`config.mk`:
```
export PLATFORM = sky130hd
export DESIGN_NAME = led_timing_generator
export DESIGN_NICKNAME = d
export VERILOG_FILES = /design/src/rtl/led_timing_generator.sv
export SDC_FILE = /design/constraint.sdc
export NUM_CORES = 1
export LEC_CHECK = 0
export ABC_AREA = 1
export CAP_MARGIN = 10
export CORE_UTILIZATION = 30
export DETAILED_ROUTE_END_ITERATION = 10
export GPL_TIMING_DRIVEN = 0
export HOLD_SLACK_MARGIN = 0.06
export SYNTH_ARGS = -nofsm -noshare
export SYNTH_HDL_FRONTEND = slang
export SYNTH_SLANG_ARGS = --single-unit
```
`constraint.sdc`:
```
create_clock -name clock_12mhz -period 1.9 [get_ports clock_12mhz]
set_input_delay 0.285 -clock clock_12mhz [delete_from_list [all_inputs] [get_ports clock_12mhz]]
set_output_delay 0.285 -clock clock_12mhz [all_outputs]
set_load 0.01 [all_outputs]
```
`src/rtl/led_timing_generator.sv`:
```
// LED frame timing: segment, bit and LED strobes with indices, latch gap,
// free-run or triggered frame starts and a saturating overrun counter.
module led_timing_generator #(
    parameter int SEGMENT_DIVIDER  = 4,
    parameter int SEGMENTS_PER_BIT = 4,
    parameter int BITS_PER_LED     = 24,
    parameter int LED_COUNT        = 150,
    parameter int LATCH_CYCLES     = 600,
    parameter int FRAME_PERIOD     = 200002,
    localparam int SW = (SEGMENTS_PER_BIT > 1) ? $clog2(SEGMENTS_PER_BIT) : 1,
    localparam int BW = (BITS_PER_LED > 1) ? $clog2(BITS_PER_LED) : 1
) (
    input  logic          clock_12mhz,
    input  logic          reset_n,
    input  logic          enable,
    input  logic          mode,
    input  logic          frame_trigger,
    output logic          segment_strobe,
    output logic [SW-1:0] segment_index,
    output logic          bit_strobe,
    output logic [BW-1:0] bit_index,
    output logic          encoder_reset,
    output logic [9:0]    led_index,
    output logic          frame_start,
    output logic          frame_done,
    output logic          busy,
    output logic [7:0]    dropped_frames
);

    localparam int DW = (SEGMENT_DIVIDER > 1) ? $clog2(SEGMENT_DIVIDER) : 1;
    localparam int LW = $clog2(LATCH_CYCLES + 1);
    localparam int TW = (FRAME_PERIOD > 1) ? $clog2(FRAME_PERIOD) : 1;

    localparam logic [DW-1:0] DIV_LAST   = DW'(SEGMENT_DIVIDER - 1);
    localparam logic [SW-1:0] SEG_LAST   = SW'(SEGMENTS_PER_BIT - 1);
    localparam logic [BW-1:0] BIT_LAST   = BW'(BITS_PER_LED - 1);
    localparam logic [9:0]    LED_LAST   = 10'(LED_COUNT - 1);
    localparam logic [LW-1:0] LATCH_LAST = LW'(LATCH_CYCLES - 1);
    localparam logic [TW-1:0] FRAME_LAST = TW'(FRAME_PERIOD - 1);

    typedef enum logic [1:0] {
        IDLE,
        ACTIVE,
        LATCH
    } state_t;

    state_t        state;
    state_t        state_nx;
    logic [DW-1:0] div_cnt;
    logic [LW-1:0] latch_cnt;
    logic [TW-1:0] frame_timer;

    logic request;
    logic accept;
    logic last_div;
    logic last_seg;
    logic last_bit;
    logic last_led;
    logic end_active;
    logic end_latch;

    always_comb begin
        request    = mode ? frame_trigger : (frame_timer == FRAME_LAST);
        accept     = (state == IDLE) && enable && request;
        last_div   = (div_cnt == DIV_LAST);
        last_seg   = (segment_index == SEG_LAST);
        last_bit   = (bit_index == BIT_LAST);
        last_led   = (led_index == LED_LAST);
        end_active = (state == ACTIVE) && last_div && last_seg
                     && last_bit && last_led;
        end_latch  = (state == LATCH) && (latch_cnt == LATCH_LAST);
    end

    always_ff @(posedge clock_12mhz or negedge reset_n) begin
        if (!reset_n) begin
            state <= IDLE;
        end else begin
            state <= state_nx;
        end
    end

    always_comb begin
        state_nx = state;
        unique case (state)
            IDLE:    if (accept)     state_nx = ACTIVE;
            ACTIVE:  if (end_active) state_nx = LATCH;
            LATCH:   if (end_latch)  state_nx = IDLE;
            default: state_nx = IDLE;
        endcase
    end

    // Indices step on the clock before each strobe so they change with it.
    always_ff @(posedge clock_12mhz or negedge reset_n) begin
        if (!reset_n) begin
            div_cnt       <= '0;
            segment_index <= '0;
            bit_index     <= '0;
            led_index     <= '0;
        end else if (state == ACTIVE && !end_active) begin
            if (last_div) begin
                div_cnt <= '0;
                if (last_seg) begin
                    segment_index <= '0;
                    if (last_bit) begin
                        bit_index <= '0;
                        led_index <= led_index + 1'b1;
                    end else begin
                        bit_index <= bit_index + 1'b1;
                    end
                end else begin
                    segment_index <= segment_index + 1'b1;
                end
            end else begin
                div_cnt <= div_cnt + 1'b1;
            end
        end else begin
            div_cnt       <= '0;
            segment_index <= '0;
            bit_index     <= '0;
            led_index     <= '0;
        end
    end

    always_ff @(posedge clock_12mhz or negedge reset_n) begin
        if (!reset_n) begin
            latch_cnt <= '0;
        end else if (state == LATCH && !end_latch) begin
            latch_cnt <= latch_cnt + 1'b1;
        end else begin
            latch_cnt <= '0;
        end
    end

    always_ff @(posedge clock_12mhz or negedge reset_n) begin
        if (!reset_n) begin
            frame_timer <= '0;
        end else if (enable && !mode) begin
            if (frame_timer == FRAME_LAST) begin
                frame_timer <= '0;
            end else begin
                frame_timer <= frame_timer + 1'b1;
            end
        end else begin
            frame_timer <= '0;
        end
    end

    always_ff @(posedge clock_12mhz or negedge reset_n) begin
        if (!reset_n) begin
            dropped_frames <= '0;
        end else if (busy && enable && request
                     && dropped_frames != 8'hff) begin
            dropped_frames <= dropped_frames + 1'b1;
        end
    end

    // frame_start is combinational on the request, so gate it with reset.
    always_comb begin
        busy           = (state != IDLE);
        segment_strobe = (state == ACTIVE) && (div_cnt == '0);
        bit_strobe     = segment_strobe && (segment_index == '0);
        encoder_reset  = bit_strobe && (bit_index == '0);
        frame_start    = accept && reset_n;
        frame_done     = end_latch;
    end

endmodule
```
## After elaboration in Yosys (flattened, before gate mapping)

Index checks and enable logic that the tools add are counted.

| storage, ports and cells | value |
|---|---|
| register bits after elaboration | 57 |
| latch bits | 0 |
| memory bits (writable) | 0 |
| bits in read-only memories | 0 |
| output and inout port bits | 31 |
| word-level logic and storage cells | 79 |
| memories | 0 |

| cells by class | value |
|---|---|
| $add $sub $neg | 7 |
| $mul | 0 |
| div/mod/pow operators | 0 |
| order comparisons | 0 |
| eq/ne operators | 15 |
| shift-type cells | 0 |
| mux-type cells | 21 |
| bitwise operators | 0 |
| reduce and logical (&&, ||, !) cells | 28 |

Operator list:

| cell | number |
|---|---|
| 10-bit two-way mux | 5 |
| 18-bit two-way mux | 2 |
| 10-bit by 1-bit adder with 10-bit output (second input constant) | 2 |
| 5-bit two-way mux | 4 |
| 18-bit by 1-bit adder with 18-bit output (second input constant) | 1 |
| 18-bit == test (second input constant) | 1 |
| 1-bit logical AND | 17 |
| 2-bit two-way mux | 8 |
| 2-bit != test (second input constant) | 6 |
| 10-bit == test (second input constant) | 1 |
| 10-bit by 8-bit == test with 1-bit output (second input constant) | 1 |
| 8-bit by 1-bit adder with 8-bit output (second input constant) | 1 |
| 8-bit != test (second input constant) | 1 |
| 2-bit == test (second input constant) | 3 |
| 2-bit zero test | 3 |
| 2-bit case mux with 3 select lines | 1 |
| 3-bit AND reduction | 2 |
| 5-bit by 1-bit adder with 5-bit output (second input constant) | 1 |
| 5-bit == test (second input constant) | 1 |
| 5-bit zero test | 1 |
| 2-bit by 1-bit adder with 2-bit output (second input constant) | 2 |
| 1-bit zero test | 3 |
| 2-bit by 1-bit == test with 1-bit output (second input constant) | 1 |
| 2-bit AND reduction | 1 |
| 2 further kinds | 2 |

## Logic depth before layout (Yosys ltp)

| depth | value |
|---|---|
| word-level depth | 9 |
| gate-level depth with buffers | 10 |
| mapped depth without buffers | 9 |

## Least setup slack after synthesis

No wires, ideal clock.

| timing path | value |
|---|---|
| path kind | register to output |
| start | register segment_index[0] |
| end | output encoder_reset |
| arrival time | 1.360 ns |
| setup slack | 0.255 ns |
| stages on the path, launching flop included | 5 |
| cells stage by stage | dfrtp_1 > inv_1 > ha_1 > nor3b_1 > nor3b_1 |

| between the ends | value |
|---|---|
| longest elaborated chain between the ends | 3 |

RTL lines:

| item | line | RTL |
|---|---|---|
| from (decl) | 19 | `output logic [SW-1:0] segment_index,` |
| from (signal assigned) | 111 | `segment_index <= segment_index + 1'b1;` |
| 2-bit zero test | 161 | `bit_strobe = segment_strobe && (segment_index == '0);` |
| 1-bit logical AND | 161 |  |
| via bit_strobe | 20 | `output logic bit_strobe,` |
| 1-bit logical AND | 162 | `encoder_reset = bit_strobe && (bit_index == '0);` |
| to (decl) | 22 | `output logic encoder_reset,` |

The timed path passes the listed nets, and every way through them passes these cells.

## Final worst setup path

| timing path | value |
|---|---|
| start | register frame_timer[1] |
| end | output frame_start |

| between the ends | value |
|---|---|
| longest elaborated chain between the ends | 4 |

RTL lines:

| item | line | RTL |
|---|---|---|
| from (decl) | 51 | `logic [TW-1:0] frame_timer;` |
| from (signal assigned) | 141 | `frame_timer <= frame_timer + 1'b1;` |
| 18-bit == test | 63 | `request = mode ? frame_trigger : (frame_timer == FRAME_LAST);` |
| 1-bit two-way mux | 63 |  |
| 1-bit logical AND | 64 | `accept = (state == IDLE) && enable && request;` |
| 1-bit logical AND | 163 | `frame_start = accept && reset_n;` |
| to (decl) | 24 | `output logic frame_start,` |

Every way passes these cells.

==> impl_metrics.env <==
export IMPL_syn_area_sq_um=3420
export IMPL_syn_to_final_growth_pct=29.5
export IMPL_drive_gt1_share_pct=13.1
export IMPL_skew_ns=0.00635
export IMPL_cts_sinks=57
export IMPL_synth_cells=465
export IMPL_regToRegStartpoint="div_cnt[0]"
export IMPL_dieArea_sq_um=11800
export IMPL_swShare_pct=22.9
export IMPL_fin_ws_ns=-0.0151
export IMPL_cp_max_fo=2
export IMPL_crit_family="simple AND/OR/NAND/NOR gates"
export IMPL_combPwrFrac_pct=8.5
export IMPL_p_int_mw=2.43
export IMPL_cts_tree="done"
export IMPL_synthesis_nets=482
export IMPL_yosysUniqueCellTypes=30
export IMPL_crit_path_end="frame_start"
export IMPL_io_pins=36
export IMPL_seq_power_share_pct=41.7
export IMPL_fmax_ghz=0.522
export IMPL_total_power_mw=3.16
export IMPL_grt_pass1_wl_mm=13.5
export IMPL_fin_crit_sh_pct=101
export IMPL_die_height_um=109
export IMPL_crit_path_end_kind="output pin"
export IMPL_start_kind="flop"
export IMPL_io_buffers=35
export IMPL_max_cap_viol_count=0
export IMPL_slew_headroom_pct=41.9
export IMPL_finalWeightedCongestion=0.858
export IMPL_crit_cells=9
export IMPL_worstPathRequired_ns=1.62
export IMPL_first_pass_iters=4
export IMPL_violations="setup timing"
export IMPL_powerDensity_nw_per_um2=713
export IMPL_leakagePower_nw=1.99
export IMPL_grt_usage_pct=14.6
export IMPL_numCtsBuffers=9
export IMPL_hold_class="flop to flop"
export IMPL_cp_cell_sequence="inv_2 > ha_4 > nand3_2 > nor2_2 > nand3_2 > nand2_4 > nand3_4 > nor2_2 > buf_2"
export IMPL_grt_max_degree=40
export IMPL_clk_path_buf_depth=2
export IMPL_wl_per_cell_um=11.8
export IMPL_max_stage_delay_ns=0.38
export IMPL_dp_slack_ns=-0.580
export IMPL_crit_buf_inv=2
export IMPL_drt_iter0_markers=158
export IMPL_crit_arrival_ns=1.63
export IMPL_ctsHtreeMaxLevel=3
export IMPL_drc=0
export IMPL_clock_root_buffer="clkbuf_16"
export IMPL_ant_nets=0
export IMPL_peakVddDrop_mv=0.476
export IMPL_routed_wl_mm=7.91
export IMPL_fin_nets=540
export IMPL_grt_overflow=0
export IMPL_cpMaxStageDelayCell="dfrtp_1"
export IMPL_finalSetupViolations=1
export IMPL_reg2reg_to="led_index[4]"
export IMPL_clkPwrFrac_pct=49.8
export IMPL_clkTransAtPathRegs_ns=0.05
export IMPL_fp_dieW_um=109
export IMPL_detailed_place_hpwl_mm=5.46
export IMPL_n_antenna_cell=0
export IMPL_start_util_pct=31.2
export IMPL_slew_viol_final=0
export IMPL_ys_seq_area_share_pct=41.7
export IMPL_ys_seq_elements=57
export IMPL_route_vias_total=3097
export IMPL_fp_row_count=38
export IMPL_synth_warnings=0
export IMPL_insertion_delay_ns=0.33
export IMPL_rsz0062_at_grt="yes"
export IMPL_timing_critical_path_from="frame_timer[1]"
export IMPL_synth_avg_cell_area_sq_um=7.36
export IMPL_crit_type="flop to output pin"
export IMPL_worst_r2r_setup_slack_ns=0.20
export IMPL_worstRegToRegCells=7
export IMPL_power_switching_uw=724
export IMPL_finalHoldViolCount=0
export IMPL_worstMarginPinSlew_ns=0.871
export IMPL_antenna_found_initial=0
export IMPL_vias_per_cell=4.64
export IMPL_status="finished, violations left"
export IMPL_first_global_vias=2937
export IMPL_min_period_ns=1.92
export IMPL_coreArea_sq_um=11000
[kinds of logic (layout without fill, tap and decap cells)]
| kind of cell | after synthesis | count (layout) | synth area share [%] |
|---|---|---|---|
| and+or+nand+nor | 284 | 284 | 37.8 |
| buffers and inverters | 73 | 136 | 8.34 |
| DFF | 57 | 57 | 41.7 |
| AOI/OAI and AO/OA | 23 | 23 | 3.69 |
| xor gates and xnor gates | 16 | 16 | 4.10 |
| adders and majority gates | 12 | 12 | 4.39 |
[state kept, by name (all words and copies together) (netlist names)]
signal          count
frame_timer        18
state               2
segment_index       2
latch_cnt          10
div_cnt             2
dropped_frames      8
bit_index           5
led_index          10
[worst reg2reg max path, cell delays in order (launching register included)]
cell and delay (ns):
dfrtp_1 0.37, buf_4 0.12, ha_1 0.26, inv_1 0.12
o21ai_2 0.24, o21ai_2 0.21, nor3_1 0.19, nor2_1 0.07
[how the worst min path moves through the flow]
stage | startpoint | end | slack, ns | cells past startpoint
final | div_cnt[0] | div_cnt[0] | 0.47 | 1
after global routing | div_cnt[0] | div_cnt[0] | 0.50 | 1
after CTS | div_cnt[0] | div_cnt[0] | 0.47 | 1
after detailed placement | reset_n | dropped_frames[2] | 0.28 | 1
after global placement | div_cnt[0] | div_cnt[0] | 0.45 | 1
after floorplan | reset_n | bit_index[0] | -0.01 | 0
[placed cells by master, fill, tap and decap left out, types with 2 or more instances in the layout]
cell,count
a21oi_1,10
buf_2,4
buf_4,9
clkbuf_1,3
clkbuf_16,9
clkbuf_8,2
clkdlybuf4s50_1,29
clkinv_2,2
dfrtp_1,54
dfrtp_2,3
ha_1,10
inv_1,67
inv_2,4
nand2_1,117
nand2_2,3
nand3_1,35
nand3_2,6
nand3_4,2
nand3b_1,2
nand4_1,18
nor2_1,68
nor2_2,4
nor2_4,6
nor3_1,16
o21ai_0,9
o21ai_2,2
xor2_1,15
[power groups by stage]
stage | registers [mW] | logic, mW | clock network [mW]
finish | 1.32 | 0.267 | 1.57
detailed placement | 1.34 | 0.257 | 0
global placement | 1.34 | 0.251 | 0
CTS | 1.32 | 0.267 | 1.61
global route | 1.32 | 0.303 | 1.67
floorplan | 1.34 | 0.104 | 0
[synthesized netlist by cell type (all sizes together)]
master  number  share of area [%]
a21oi       11                1.7
nor2        78                9.4
dfrtp       57                 42
nand2      121                 14
nor4         1               0.18
nand3b       2               0.44
nor3        18                3.1
inv         71                7.8
clkbuf       1               0.40
xnor2        1               0.26
buf          1               0.15
xor2        15                3.8
or2          1               0.18
nor3b        2               0.44
o21ai       12                2.0
ha          12                4.4
nand3       43                7.1
nand4       18                3.3
[layer usage]
layer / track usage (%) / vias to the layer above / part of all wire, %
li1: - / 1597 / -
met1: 19.2 / 1445 / 49
met2: 23.1 / 47 / 47
met3: 2.09 / 8 / 2.5
met4: 8.01 / 0 / 1.6
met5: 0 / - / 0
[area by class of cell]
type	instances	area [sq um]
clock inverter	3	40.0
sequential	57	1430
timing repair buffer	47	440
inverter	71	267
multi-input combinational	335	1810
fill	1104	6550
tap	140	175
buffer	2	18.8
clock buffer	13	250
[metrics by stage]
stage | cells | util (%) | TNS [ns] | hold slack [ns] | instance area (sq um)
after floorplan | 465 | - | 0 | -0.0106 | 3420
after global placement | 640 | 35.9 | -80.52 | 0.451 | 3950
after detailed placement | 641 | 36.1 | -0.757 | 0.283 | 3960
after CTS | 663 | 39.6 | -0.0949 | 0.473 | 4350
after global routing | 668 | 40.4 | -0.157 | 0.496 | 4430
final | 668 | 40.4 | -0.0151 | 0.471 | 4430
[timing repair]
item / 4_1_cts / 5_1_grt
hold endpoints to repair: 18 / 0
setup buffers: 4 / 5
hold buffers: 2 / 0
gates resized for setup: 26 / 16
setup endpoints to repair: 6 / 22
pin swaps: 6 / 7
No activity file was read; power rests on OpenSTA's default activity.
